### config.mk
export PLATFORM = sky130hd
export DESIGN_NAME = countdown_timer_core
export DESIGN_NICKNAME = d
export VERILOG_FILES = /design/src/rtl/countdown_timer_pkg.sv /design/src/rtl/countdown_timer_core_btn_edge.sv /design/src/rtl/countdown_timer_core.sv
export SDC_FILE = /design/constraint.sdc
export NUM_CORES = 1
export LEC_CHECK = 0
export ABC_AREA = 1
export BUFFER_PORTS_ARGS = -buffer_cell sky130_fd_sc_hd__buf_2
export CORE_MARGIN = 4
export CORE_UTILIZATION = 30
export CTS_CLUSTER_SIZE = 40
export DETAILED_ROUTE_END_ITERATION = 12
export PLACE_DENSITY = 0.55
export SLEW_MARGIN = 10
export SYNTH_ARGS = -nofsm -noshare
export SYNTH_HDL_FRONTEND = slang
export SYNTH_SLANG_ARGS = --single-unit
### constraint.sdc
create_clock -name fast_clk -period 2.35 [get_ports fast_clk]
set_input_delay 0.47 -clock fast_clk [delete_from_list [all_inputs] [get_ports fast_clk]]
set_output_delay 0.47 -clock fast_clk [all_outputs]
set_load 0.02 [all_outputs]
### src/rtl/countdown_timer_pkg.sv
// Shared types and constants for the mm:ss countdown timer.
package countdown_timer_pkg;

  typedef enum logic [1:0] {
    ST_SET,
    ST_RUN,
    ST_PAUSE,
    ST_DONE
  } state_e;

  localparam logic [3:0] TENS_MAX  = 4'd5;
  localparam logic [3:0] UNITS_MAX = 4'd9;

  localparam int unsigned TICK_MAX_DEFAULT = 50_000_000;

  // Increment one BCD digit with wrap at its own limit; no carry out.
  function automatic logic [3:0] digit_inc(input logic [3:0] d, input logic [3:0] lim);
    return (d >= lim) ? 4'd0 : d + 4'd1;
  endfunction

endpackage

### src/rtl/countdown_timer_core_btn_edge.sv
// Two-flop synchroniser plus rising-edge detector for one debounced button level.
module btn_edge (
  input  logic clk,
  input  logic rst,
  input  logic btn_in,
  output logic pulse
);

  logic s1_q, s2_q, prev_q;

  // Reset to 1 so a button held through reset never yields an edge.
  always_ff @(posedge clk or posedge rst) begin
    if (rst) begin
      s1_q   <= 1'b1;
      s2_q   <= 1'b1;
      prev_q <= 1'b1;
    end else begin
      s1_q   <= btn_in;
      s2_q   <= s1_q;
      prev_q <= s2_q;
    end
  end

  assign pulse = s2_q & ~prev_q;

endmodule

### src/rtl/countdown_timer_core.sv
// mm:ss countdown core: digit-by-digit setting, per-tick countdown, pause and done states.
module countdown_timer_core
  import countdown_timer_pkg::*;
#(
  parameter int unsigned TICK_MAX = TICK_MAX_DEFAULT,
  parameter int unsigned TICK_W   = 26
) (
  input  logic       fast_clk,
  input  logic       rst,
  input  logic       btn_mode,
  input  logic       btn_next,
  input  logic       btn_inc,
  output logic [3:0] data_out_dig1,
  output logic [3:0] data_out_dig2,
  output logic [3:0] data_out_dig3,
  output logic [3:0] data_out_dig4,
  output logic [3:0] digit_to_update,
  output logic       done
);

  localparam logic [TICK_W-1:0] TICK_LAST = TICK_W'(TICK_MAX - 1);

  logic mode_e, next_e, inc_e;

  btn_edge u_mode (.clk(fast_clk), .rst(rst), .btn_in(btn_mode), .pulse(mode_e));
  btn_edge u_next (.clk(fast_clk), .rst(rst), .btn_in(btn_next), .pulse(next_e));
  btn_edge u_inc  (.clk(fast_clk), .rst(rst), .btn_in(btn_inc),  .pulse(inc_e));

  state_e            state_q, state_d;
  logic [1:0]        cursor_q, cursor_d;
  logic [3:0][3:0]   dig_q, dig_d, dec;
  logic [TICK_W-1:0] tick_q, tick_d;
  logic [3:0]        dtu_q, dtu_d;
  logic              done_q, done_d;
  logic              val_zero, dec_zero;

  always_ff @(posedge fast_clk or posedge rst) begin
    if (rst) begin
      state_q  <= ST_SET;
      cursor_q <= '0;
      dig_q    <= '0;
      tick_q   <= '0;
      dtu_q    <= 4'b0001;
      done_q   <= 1'b0;
    end else begin
      state_q  <= state_d;
      cursor_q <= cursor_d;
      dig_q    <= dig_d;
      tick_q   <= tick_d;
      dtu_q    <= dtu_d;
      done_q   <= done_d;
    end
  end

  // One-second decrement with borrow; index 0 is minutes tens.
  always_comb begin
    dec = dig_q;
    if (dig_q[3] != 4'd0) begin
      dec[3] = dig_q[3] - 4'd1;
    end else begin
      dec[3] = UNITS_MAX;
      if (dig_q[2] != 4'd0) begin
        dec[2] = dig_q[2] - 4'd1;
      end else begin
        dec[2] = TENS_MAX;
        if (dig_q[1] != 4'd0) begin
          dec[1] = dig_q[1] - 4'd1;
        end else begin
          dec[1] = UNITS_MAX;
          dec[0] = dig_q[0] - 4'd1;
        end
      end
    end
    val_zero = (dig_q == '0);
    dec_zero = (dec == '0);
  end

  always_comb begin
    state_d  = state_q;
    cursor_d = cursor_q;
    dig_d    = dig_q;
    tick_d   = tick_q;
    case (state_q)
      ST_SET: begin
        if (mode_e) begin
          if (!val_zero) begin
            state_d = ST_RUN;
            tick_d  = '0;
          end
        end else if (next_e) begin
          cursor_d = cursor_q + 2'd1;
        end else if (inc_e) begin
          dig_d[cursor_q] = digit_inc(dig_q[cursor_q], cursor_q[0] ? UNITS_MAX : TENS_MAX);
        end
      end
      ST_RUN: begin
        // The final tick wins over a same-cycle pause request.
        if (tick_q == TICK_LAST) begin
          tick_d = '0;
          dig_d  = dec;
          if (dec_zero)    state_d = ST_DONE;
          else if (mode_e) state_d = ST_PAUSE;
        end else if (mode_e) begin
          state_d = ST_PAUSE;
        end else begin
          tick_d = tick_q + TICK_W'(1);
        end
      end
      ST_PAUSE: begin
        if (mode_e) begin
          state_d = ST_RUN;
        end else if (next_e) begin
          state_d  = ST_SET;
          cursor_d = '0;
        end
      end
      ST_DONE: begin
        dig_d = '0;
        if (mode_e || next_e) begin
          state_d  = ST_SET;
          cursor_d = '0;
        end
      end
      default: state_d = ST_SET;
    endcase
    dtu_d  = (state_d == ST_SET) ? (4'b0001 << cursor_d) : 4'b0000;
    done_d = (state_d == ST_DONE);
  end

  assign data_out_dig1   = dig_q[0];
  assign data_out_dig2   = dig_q[1];
  assign data_out_dig3   = dig_q[2];
  assign data_out_dig4   = dig_q[3];
  assign digit_to_update = dtu_q;
  assign done            = done_q;

endmodule

* Yosys cells after proc, flatten, opt, wreduce, memory -nomap -nowiden
Index checks and enable logic that the tools add are counted.
** Operators by class
- Add/subtract/negate cells :: 7
- $lt $le $gt $ge :: 3
- Equal/unequal tests :: 12
- Shift operators :: 1
- Multiplexer cells :: 39
- Bitwise gates (word level) :: 6
- Reductions and logical operators :: 13
** Operators with widths (number)
- $mux W26 :: 4
- $mux W16 :: 4
- $pmux W26 S2 :: 1
- $pmux W16 S3 :: 1
- $mux W4 :: 9
- $logic_not A16 Y1 :: 2
- $add A26 B1 Y26 const B :: 1
- $eq A26 B26 Y1 const B :: 1
- $mux W2 :: 13
- $bwmux W16 :: 1
- $sub A4 B1 Y4 const B :: 4
- $mux W12 :: 1
- $ne A2 B2 Y1 const B :: 6
- $reduce_bool A4 Y1 :: 3
- $bmux W4 S2 :: 1
- $demux W4 S2 :: 1
- $mux W8 :: 1
- $pmux W2 S4 :: 1
- $eq A2 B2 Y1 const B :: 3
- $pmux W2 S3 :: 1
- $reduce_and A5 Y1 :: 1
- $add A4 B1 Y4 const B :: 1
- $ge A4 B4 Y1 :: 1
- $logic_not A2 Y1 :: 2
- other kinds (13) :: 17
** Word-level totals
- Register bits :: 60
- Bits of input ports :: 5
- Output and inout bits :: 21
- Word-level logic and storage cells :: 99

* Logic depth before layout (Yosys ltp)
Gate-level depths: netlist of the first run.
- Word-level depth :: 10
- Gate-level depth with buffers :: 15
- Gate-level depth less buffers :: 14

* By module
Synthesis of the first run repeated with hierarchy kept, for this count alone.
** Second synthesis, totals
- Cells, all modules :: 553
- Area, all modules :: 4093.9 µm²
** Modules (own cells, without submodules)
- countdown_timer_core :: instances 1, cells each 535, area an instance 3816.2 µm², sequential area each 1277.5 µm²
- btn_edge :: instances 3, cells each 6, area an instance 92.6 µm², sequential area each 78.8 µm²

* Worst setup path after synthesis of the first run
OpenSTA, ideal clock, no wires.
- Path kind :: register to register
- Start point :: reg cursor_q[0]
- End point :: reg with a tool-made name
- Setup time :: 88 ps
- Arrival :: 2166 ps
- Required time :: 2262 ps
- Path slack :: 97 ps
- Stages on the path, launching flop included :: 12
- Buffers on the path :: 1
- Period minus slack after synthesis :: 2253 ps
- Cells stage by stage :: dfrtp_1 -> buf_2 -> inv_2 -> a21oi_1 -> o21ai_0 -> o21ai_0 -> ha_1 -> a21oi_1 -> o211ai_1 -> nor3b_1 -> nand3_1 -> a22oi_1
** RTL lines
- start, declared :: RTL line countdown_timer_core.sv:30 : logic [1:0] cursor_q, cursor_d;
- start signal, assigned :: RTL line countdown_timer_core.sv:47 : cursor_q <= cursor_d;

==> results by group, run 1 <==
Floorplanning
  • # IOs: 26
  • Die Wd: 122 um
  • Die ar.: approximately 15000 um^2
  • Initial Utilization: 30.9%
  • Core Region: between 10000 and 15000 um^2
  • Die H: 122 um
  • Row cnt: 41

STA
  • Fin crit period: 2250 ps
  • Hold Slack: 174 ps
  • Final Hold Viols: 0
  • Worst rel slew slack: 65.8%
  • Fmax achieved: 444 MHz
  • Final worst path period share: 95.7%
  • Final setup viols: 0
  • Worst Tran Pin Value: between 500 and 600 ps
  • Max-slew violation count: 0
  • Max Clock Skew: 5.96 ps

Power
  • Overall Power: 6.49 mW
  • Pwr/cell area: 1340 nW/um^2
  • Lkg Pwr: 2.25 nW
  • VDD IR max: about 0.00045 V

Routing
  • Number of remaining DRC errors: 0
  • Final wirelength: 10700 um
  • Total number of vias: 3743
  • Drt first pass iters: 5
  • Starting DRT DRC Count: 285
  • DRT antenna net count: 0
  • DR vias/cell: 4.85
  • Wire per inst: 13.8 um

Setup path
  • Crit. End Element: flop
  • Max FO, Critical Path: 7
  • Worst R2R Start: cursor_q[0]
  • Slowest Stage Delay on Critical Path: 460 ps
  • CP startpoint kind: flop
  • WS Path Type: flop to flop
  • Crit path DAT: 2460 ps
  • Critical path's slowest cell: dfrtp_2
  • Most used cell, CP: buf_4
  • Setup crit start: cursor_q[0]
  • R2R depth: 11
  • WP data required: 2560 ps
  • CP cell instances: buf_4 > o21ai_1 > o22ai_2 > ha_1 > nand2_1 > o211ai_1 > buf_4 > nor3b_2 > buf_4 > a211oi_1 > a21oi_1
  • Worst reg-to-reg setup slack: 100 ps

Synth
  • Yosys cell types: 42
  • Yosys top cell area share: 32.0%
  • Async SR Flop Fraction: 100%
  • Leading area contributor after synthesis: dfrtp_1
  • Synth Instances: 532
  • Main synth FF type: dfrtp_1
  • Synth Area per Inst: 7.35 um^2
  • Synthesized net count: between 500 and 600
  • Register bit total from synthesis: 60
  • Yosys warnings: 0
  • Synth area leaders: dfrtp_1 (32%), nand2_1 (10%), dfstp_2 (6.7%)
  • Synthesized area: 3910 um^2
  • Seq/Total Area, Yosys: 38.7%
  • Post-synth EDFFs: 0

CTS
  • TritonCTS Buffers: 9
  • Worst-path clk slew: 50 ps
  • Longest Clk Path Bufs: 2
  • Hold buffer count at CTS: 0
  • H-tree levels: 3
  • CTS tree: yes
  • Worst skew pair latency: 330 ps
  • Clock Tree Root: clkbuf_16
  • # clock sinks: 60

Global route
  • Vias in the first global route: 3568
  • Global-route wire length before repair: 17800 um
  • Largest net degree at the start of global routing: 38
  • All-Layer GR Usage: 15.1%
  • Global route total overflow: 0
  • Initial antenna violation count: 0

Run status
  • Outcome: finished, final reports clean

Cells and area
  • Multi-input logic area: between 2000 and 2500 um^2
  • Share of cells above drive strength 1: 20.7%
  • Fill count: between 1000 and 1500
  • Layout area overhead: 24.2%
  • Commonest non-fill, non-tap cell in the layout: nand2_1
  • Ant. Diodes: 0
  • Post-layout util: 38.3%
  • Register Area: 1520 um^2
  • Commonest cells after routing, fill and taps aside: nand2_1 (108), nor2_1 (66), inv_1 (62), dfrtp_1 (49), a21oi_1 (38)
  • Layout net count: 617

Placement
  • GP Congestion: approximately 0.94
  • HPWL Detailed: approximately 8000 um
  • Port buffer count: 25

Hold path
  • Hold crit path type: input pin to async pin

Job
  • Max-cap violations: 0
## logic make-up after synthesis
family,after synthesis,synth area share [%]
flops,60,38.7
xor+xnor,11,2.46
fa+ha+maj,17,5.44
buf+inv,78,8.03
compound gates,101,14.4
simple gates,265,31.0
## routing by layer
| metal | up-vias | global-route usage (%) | wire length [um] | part of all wire (%) |
|---|---|---|---|---|
| li1 | 1895 | - | - | - |
| met1 | 1751 | 19.9 | 4900 | 46 |
| met2 | 86 | 24.8 | 5130 | 48 |
| met3 | 11 | 3.85 | 523 | 4.9 |
| met4 | 0 | 4.06 | 138 | 1.3 |
| met5 | - | 0 | 0 | 0 |
## cells in the mapped netlist (all sizes together), types with 2 or more instances
cell / n
buf: 8
dfstp: 10
xor2: 9
nor3: 18
ha: 17
dfrtp: 50
nor2: 77
inv: 67
o21ai: 38
o22ai: 5
nand4: 14
a22oi: 7
nor4: 3
nor3b: 2
o21a: 2
nand3: 31
xnor2: 2
clkbuf: 3
a211oi: 2
nand2: 116
nand3b: 2
a21oi: 39
## area by class of cell
cell class                 instances  share of cell area (%)
sequential                        60                    31.2
clock buffer                      10                    4.71
timing repair buffer              63                    9.22
clock inverter                     6                    1.13
inverter                          67                    5.23
tap                              172                    4.43
multi-input combinational        394                    44.1
## per-stage QoR
stage	TNS, ps	cells	setup WS [ps]	instance area [um^2]
2_1_floorplan	0	532	96.6	3910
3_3_place_gp	0	748	103	4440
3_5_place_dp	-8.44	748	-7.32	4440
4_1_cts	0	764	23.0	4730
5_1_grt	-762	772	-94.1	4860
6_report	0	772	100	4860
## worst max-delay path, delay by kind of cell (launching register included)
family                     cells  cell delay [ps]
AOI/OAI and AO/OA              5              800
buffers and inverters          3              470
DFF                            1              460
adders and majority gates      1              310
and+or+nand+nor                2               90
## power by group
part,internal (mW),leakage [nW],total [mW],switching (mW)
Sequential,1.23,0.781,1.45,0.221
Combinational,1.41,1.33,3.76,2.35
Clock,0.810,0.146,1.28,0.473
Total,3.45,2.25,6.49,3.05
## worst min-delay path by stage
stage	from	endpoint	depth (start not counted)	slack [ps]
after floorplan	u_inc.s1_q	u_inc.s2_q	0	350
after global placement	u_mode.s1_q	u_mode.s2_q	0	350
after detailed placement	u_inc.s1_q	u_inc.s2_q	0	350
after CTS	rst	tick_q[4]	2	180
after global routing	rst	tick_q[4]	2	210
final	rst	tick_q[4]	2	170
## repair_timing
item | in CTS | in global routing
gates resized for setup | 1 | 24
buffers inserted | 0 | 8
endpoints found under the setup margin | 2 | 26
pin swaps | 0 | 5
No activity file was read; power rests on OpenSTA's default activity.
==> inputs of run 2 (changes only) <==
--- a/config.mk
+++ b/config.mk
@@ -5,7 +5,7 @@
 export SDC_FILE = /design/constraint.sdc
 export NUM_CORES = 1
 export LEC_CHECK = 0
-export ABC_AREA = 1
+export ABC_AREA = 0
 export BUFFER_PORTS_ARGS = -buffer_cell sky130_fd_sc_hd__buf_2
 export CORE_MARGIN = 4
 export CORE_UTILIZATION = 30
@@ -15,4 +15,5 @@
 export SLEW_MARGIN = 10
 export SYNTH_ARGS = -nofsm -noshare
 export SYNTH_HDL_FRONTEND = slang
+export SYNTH_HIERARCHICAL = 1
 export SYNTH_SLANG_ARGS = --single-unit
==> run 2 against run 1 <==
First-iteration DRC count increased by 15%. Sequential share of layout area fell by 1.5 points. Sequential cell count unchanged. Largest cell class unchanged. Combinational power down 5%. The flow now finishes with violations (setup timing). Maximum frequency down 4.5%. Clock-buffer cell count fell by 1. Power decreased by 2.1%. Final area rose by 5.6%.
==> results by group, run 2 <==
Run status
  • Outcome: complete, but fails checks
  • Violated checks: setup timing

STA
  • Fin crit period: 2360 ps (+106 ps)
  • Max Clock Skew: 10.0 ps (+4.05 ps)
  • Final setup viols: 2 (+2)
  • RSZ-0062 raised after global routing: yes
  • Worst Tran Pin Value: 576 ps (+63.8 ps)
  • Final Hold Viols: 0 (unchanged)
  • Fmax achieved: 424 MHz (-4.5%)
  • Fin Setup TNS: -8.92 ps (-8.92 ps)
  • Max-slew violation count: 0 (unchanged)
  • Worst rel slew slack: 61.3% (-4.5 points)
  • Hold Slack: 162 ps (-11.7 ps)
  • Final worst path period share: 100% (+4.5 points)
  • Worst Setup Slack, final: -5.92 ps (-106 ps)

Placement
  • Port buffer count: 25 (unchanged)
  • Post-DP Area: 4730 um^2 (+6.5%)
  • GP Congestion: 0.923 (-1.6%)
  • HPWL Detailed: 8730 um (+9.6%)

Power
  • VDD IR max: 0.000361 V (-20%)
  • NetSw: 2.74 mW (-9.9%)
  • Lkg Pwr: 2.18 nW (-3.2%)
  • Combinational share of power: 56.3% (-1.6 points)
  • Pwr/cell area: 1240 nW/um^2 (-7.4%)
  • Sequential Power Share: 22.9% (+0.6 points)
  • P_int: 3.61 mW (+4.7%)
  • Net Sw Frac: 43.2% (-3.7 points)
  • Share of total power in the clock network: 20.8% (+1.0 points)

Global route
  • Largest net degree at the start of global routing: 35 (-7.9%)
  • All-Layer GR Usage: 16.1% (+0.98 points)
  • Global-route wire length before repair: 18700 um (+5.4%)
  • Global route total overflow: 0 (unchanged)
  • Initial antenna violation count: 0 (unchanged)
  • Vias in the first global route: 3530 (-1.1%)

Synth
  • Yosys cell types: 75 (+79%)
  • Yosys warnings: 6 (+6)
  • Synth Area per Inst: 9.20 um^2 (+25%)
  • Post-synth EDFFs: 0 (unchanged)
  • Yosys top cell area share: 31.4% (-0.57 points)
  • Seq/Total Area, Yosys: 38.0% (-0.69 points)
  • Register bit total from synthesis: 60 (unchanged)
  • Synthesized net count: 455 (-18%)
  • Synth Instances: 433 (-19%)
  • Async SR Flop Fraction: 100% (unchanged)
  • Synthesized area: 3980 um^2 (+1.8%)
  • Main synth FF type: dfrtp_1
  • Most numerous cell in the Yosys netlist: dfrtp_1
  • Leading area contributor after synthesis: dfrtp_1
  • Synth area leaders: dfrtp_1 (31%), dfstp_2 (6.6%), ha_1 (5.3%)
  • Post-synth top cells: dfrtp_1 (50), nor2_1 (44), o21ai_0 (31)

CTS
  • Clock Tree Root: clkbuf_16
  • Worst-path clk slew: 60 ps (about the same)
  • Longest Clk Path Bufs: 2 (unchanged)
  • Hold buffer count at CTS: 0 (unchanged)
  • Worst skew pair latency: 340 ps (about the same)
  • # clock sinks: 60 (unchanged)
  • TritonCTS Buffers: 9 (unchanged)
  • H-tree levels: 3 (unchanged)
  • CTS tree: yes

Floorplanning
  • Row cnt: 41 (unchanged)
  • Die ar.: 15200 um^2 (+1.7%)
  • Initial Utilization: 31.1% (+0.19 points)
  • Core Region: 12800 um^2 (+1.2%)
  • Die Wd: 123 um (+0.85%)
  • Die H: 123 um (+0.85%)
  • # IOs: 26 (unchanged)

Cells and area
  • Commonest non-fill, non-tap cell in the layout: buf_4
  • Share of cells above drive strength 1: 32.9% (+12 points)
  • Post-layout util: 40.0% (+1.7 points)
  • Commonest cells after routing, fill and taps aside: buf_4 (70), dfrtp_1 (44), nor2_1 (43), o21ai_0 (30), nand2_1 (28)
  • Post-route cell area: 5130 um^2 (+5.6%)
  • Layout net count: 540 (-12%)
  • Ant. Diodes: 0 (unchanged)
  • Layout area overhead: 28.8%

Setup path
  • Max FO, Critical Path: 5 (-2)
  • WP data required: 2580 ps (+20 ps)
  • R2R depth: 9 (-2)
  • WS Path Type: flop to flop
  • CP startpoint kind: flop
  • Crit. End Element: flop
  • Crit path DAT: 2590 ps (+130 ps)

Routing
  • Drt first pass iters: 5 (unchanged)
  • Starting DRT DRC Count: 328 (+15%)
  • Final wirelength: 11800 um (+10%)
  • DRT antenna net count: 0 (unchanged)
  • DR vias/cell: 5.40 (+11%)
  • Number of remaining DRC errors: 0 (unchanged)
  • Wire per inst: 16.9 um (+22%)
  • Total number of vias: 3753 (+0.27%)

Job
  • Max-cap violations: 0 (unchanged)

Hold path
  • Hold crit path type: input pin to async pin
==> run 2: cell count changes after synthesis, sizes merged, moves of 6 or more <==
cell,before,now
nand2,116,29
inv,67,22
nor2,77,45
a21oi,39,23
clkbuf,3,15
nand3,31,22
nor3,18,9
nand2b,0,8
o31ai,1,9
nor2b,0,7
a22oi,7,1
nor4,3,9
o32a,0,6
==> run 2: path summary, 6_finish.rpt <==
path / end / slack [ps] / start
worst max-delay path: flop / -6 / flop
worst min-delay path: async pin / 160 / rst
worst max register to register: flop / -6 / flop
worst min register to register: u_inc/s2_q / 350 / u_inc/s1_q
max in group asynchronous: digit_to_update[0] / 1560 / rst
min in group fast_clk: u_inc/s1_q / 230 / btn_inc
==> run 2: metal layers <==
| metal | track usage, % | vias to the layer above | routed length (um) |
|---|---|---|---|
| met5 | 0 | - | 0 |
| met4 | 7.40 | 0 | 355 |
| met3 | 2.88 | 29 | 531 |
| met2 | 25.4 | 117 | 5550 |
| met1 | 21.5 | 1830 | 5340 |
| li1 | - | 1777 | - |
==> run 2: per-stage QoR <==
step,instances,setup WS (ps),power [mW]
floorplan,433,-5.54,3.45
global placement,676,-112,4.70
detailed placement,676,-81.4,4.73
CTS,692,-18.9,6.09
global route,695,-95.5,6.75
finish,695,-5.92,6.36
==> run 2: cell type report <==
class / count / area, um^2
sequential: 60 / 1520
multi-input combinational: 329 / 2350
clock buffer: 9 / 225
clock inverter: 7 / 67.6
timing repair buffer: 96 / 671
inverter: 22 / 82.6
fill: 1297 / 7690
tap: 172 / 215
==> run 2: power groups by stage <==
| stage | Sequential (mW) | Clock (mW) | Combinational [mW] |
|---|---|---|---|
| global placement | 1.46 | 0 | 3.24 |
| floorplan | 1.64 | 0 | 1.81 |
| detailed placement | 1.46 | 0 | 3.26 |
| global route | 1.48 | 1.41 | 3.87 |
| finish | 1.45 | 1.32 | 3.58 |
| CTS | 1.45 | 1.36 | 3.28 |
==> run 2: cells by family (layout without fill, tap and decap cells) <==
| logic type | Yosys count | after routing | synth area share (%) |
|---|---|---|---|
| and+or+nand+nor | 178 | 178 | 26.1 |
| DFF | 60 | 60 | 38.0 |
| muxes | 6 | 6 | 2.86 |
| AOI/OAI and AO/OA | 113 | 113 | 19.3 |
| buffers and inverters | 44 | 134 | 5.15 |
| xor gates and xnor gates | 15 | 15 | 3.30 |
| adders and majority gates | 17 | 17 | 5.34 |
==> run 2: critical path, stage by stage, from the launching register on <==
cell and delay [ps]:
dfrtp_2 460, mux4_2 500, inv_2 110, ha_2 170
nand2b_4 120, a21oi_4 60, o211ai_1 350, buf_4 190
nor2_1 40, a221o_1 250
==> run 2: timing repair <==
action,4_1_cts,5_1_grt
endpoints found under the setup margin,9,18
gates resized for setup,2,22
pin swaps,0,11
buffers inserted,0,3
==> inputs of run 3 (changes only) <==
--- a/config.mk
+++ b/config.mk
@@ -8,10 +8,10 @@
 export ABC_AREA = 0
 export BUFFER_PORTS_ARGS = -buffer_cell sky130_fd_sc_hd__buf_2
 export CORE_MARGIN = 4
-export CORE_UTILIZATION = 30
+export CORE_UTILIZATION = 35
 export CTS_CLUSTER_SIZE = 40
 export DETAILED_ROUTE_END_ITERATION = 12
-export PLACE_DENSITY = 0.55
+export PLACE_DENSITY = 0.61
 export SLEW_MARGIN = 10
 export SYNTH_ARGS = -nofsm -noshare
 export SYNTH_HDL_FRONTEND = slang
==> run 3 against run 2 <==
The run still ends with setup timing left. Via count is 1.9% lower. Core utilization is 6.8 points higher. Die area is 13% lower. Power is 2.9% higher. Largest power group unchanged.
==> results by group, run 3 (synthesis results as in run 2) <==
Routing
  • DR vias/cell: 5.59 (+3.5%)
  • Drt first pass iters: 5 (unchanged)
  • Total number of vias: 3682 (-1.9%)
  • Starting DRT DRC Count: 232 (-29%)
  • DRT antenna net count: 0 (unchanged)
  • Final wirelength: 11300 um (-3.9%)
  • Wire per inst: 17.2 um (+1.4%)
  • Number of remaining DRC errors: 0 (unchanged)

STA
  • Fmax achieved: 425 MHz (+0.22%)
  • Hold Slack: 210 ps (+48.1 ps)
  • Final Hold Viols: 0 (unchanged)
  • Fin crit period: 2350 ps (-5.17 ps)
  • Final worst path period share: 100% (-0.22 points)
  • Worst Tran Pin Value: 469 ps (-107 ps)
  • Worst rel slew slack: 68.3% (+7.0 points)
  • Worst Setup Slack, final: -0.757 ps (+5.17 ps)
  • Max Clock Skew: 6.29 ps (-3.72 ps)
  • Max-slew violation count: 0 (unchanged)
  • Final setup viols: 1 (-1)
  • RSZ-0062 raised after global routing: yes

CTS
  • Worst-path clk slew: 60 ps (about the same)
  • TritonCTS Buffers: 9 (unchanged)
  • CTS tree: yes
  • Longest Clk Path Bufs: 2 (unchanged)
  • # clock sinks: 60 (unchanged)
  • Clock Tree Root: clkbuf_16
  • Worst skew pair latency: 340 ps (about the same)
  • H-tree levels: 3 (unchanged)

Cells and area
  • Layout net count: 536 (-0.74%)
  • Share of cells above drive strength 1: 32.4% (-0.52 points)
  • Post-layout util: 46.8% (+6.8 points)
  • Commonest non-fill, non-tap cell in the layout: buf_4
  • Final std cells w/o fill: 659 (-5.2%)
  • Register Area: 1520 um^2 (about the same)
  • Fill count: 1051 (-19%)
  • Ant. Diodes: 0 (unchanged)
  • Layout area overhead: 29.1%
  • Multi-input logic area: 2390 um^2 (+1.9%)
  • Commonest cells after routing, fill and taps aside: buf_4 (66), dfrtp_1 (45), nor2_1 (43), o21ai_0 (29), nand2_1 (28)

Floorplanning
  • Die ar.: 13100 um^2 (-13%)
  • Initial Utilization: 36.3% (+5.2 points)
  • Row cnt: 38 (-7.3%)
  • Core Region: 11000 um^2 (-14%)
  • Die H: 115 um (-6.9%)
  • Die Wd: 115 um (-6.9%)
  • # IOs: 26 (unchanged)

Placement
  • Port buffer count: 25 (unchanged)
  • Dpl cells: 638 (-5.6%)
  • Post-Place Setup Slack: -60.4 ps (+21.0 ps)
  • HPWL Detailed: 8310 um (-4.9%)
  • GP Congestion: 0.927 (+0.42%)

Setup path
  • Crit. End Element: flop
  • Crit path DAT: 2570 ps (-20 ps)
  • CP startpoint kind: flop
  • WP data required: 2570 ps (about the same)
  • Max FO, Critical Path: 4 (-1)
  • WS Path Type: flop to flop

Power
  • Pwr/cell area: 1270 nW/um^2 (+2.7%)
  • VDD IR max: 0.000771 V (+110%)
  • Lkg Pwr: 2.19 nW (+0.70%)

Global route
  • Global route total overflow: 0 (unchanged)
  • Vias in the first global route: 3661 (+3.7%)
  • Initial antenna violation count: 0 (unchanged)
  • Global-route wire length before repair: 19000 um (+1.2%)
  • Largest net degree at the start of global routing: 52 (+49%)
  • All-Layer GR Usage: 18.2% (+2.1 points)

Run status
  • Outcome: complete, but fails checks
  • Violated checks: setup timing

Job
  • Max-cap violations: 0 (unchanged)

Hold path
  • Hold crit path type: input pin to async pin
==> run 3: worst paths after layout <==
check,startpoint,to,slack [ps],cells past startpoint
setup / recovery,cursor_q[1],flop,-0.8,9
hold / removal,rst,tick_q[20],210,3
setup reg to reg,cursor_q[1],flop,-0.8,9
hold reg to reg,u_mode/s1_q,u_mode/s2_q,350,0
max in group asynchronous,rst,digit_to_update[0],1860,3
min in group fast_clk,btn_inc,u_inc/s1_q,230,1
==> run 3: area by class of cell <==
cell class	instances	share of cell area (%)
Timing Repair Buffer	92	12.5
Inverter	22	1.65
Sequential cell	60	29.6
Clock buffer	12	4.99
Tap cell	140	3.41
Multi-Input combinational cell	329	46.5
Clock inverter	4	1.41
==> run 3: routing by layer <==
layer	share of wire, %	GRT usage [%]	up-vias
met5	0	0	-
met4	2.2	5.94	0
met3	6.2	3.65	21
met2	47	29.1	114
met1	45	24.8	1786
li1	-	-	1761
==> run 3: where the power goes <==
group	internal, mW	switching (mW)	total [mW]	leakage, nW
registers	1.25	0.201	1.45	0.760
clock network	0.984	0.478	1.46	0.159
logic	1.57	2.06	3.63	1.28
==> run 3: critical path, cell delays in order (launching register included) <==
cell,delay [ps]
dfrtp_2,420
mux4_2,570
inv_4,100
ha_4,120
nand2b_4,120
a21oi_4,60
o211ai_1,360
buf_4,190
nor2_2,30
a221o_1,250
==> run 3: per-stage QoR <==
| stage | power [mW] | TNS (ps) | area, um^2 |
|---|---|---|---|
| final | 6.54 | -0.757 | 5140 |
| after global routing | 6.96 | -278 | 5140 |
| after CTS | 6.23 | 0 | 4990 |
| after detailed placement | 4.67 | -123 | 4640 |
| after global placement | 4.63 | 0 | 4640 |
| after floorplan | 3.45 | -5.54 | 3990 |
==> run 3: what timing repair did <==
item / CTS / global route
endpoints found under the setup margin: 8 / 24
pin swaps: 3 / 9
gates resized for setup: 4 / 26
hold endpoints to repair: 0 / 0
hold buffers: 0 / 0
setup buffers: 1 / 4
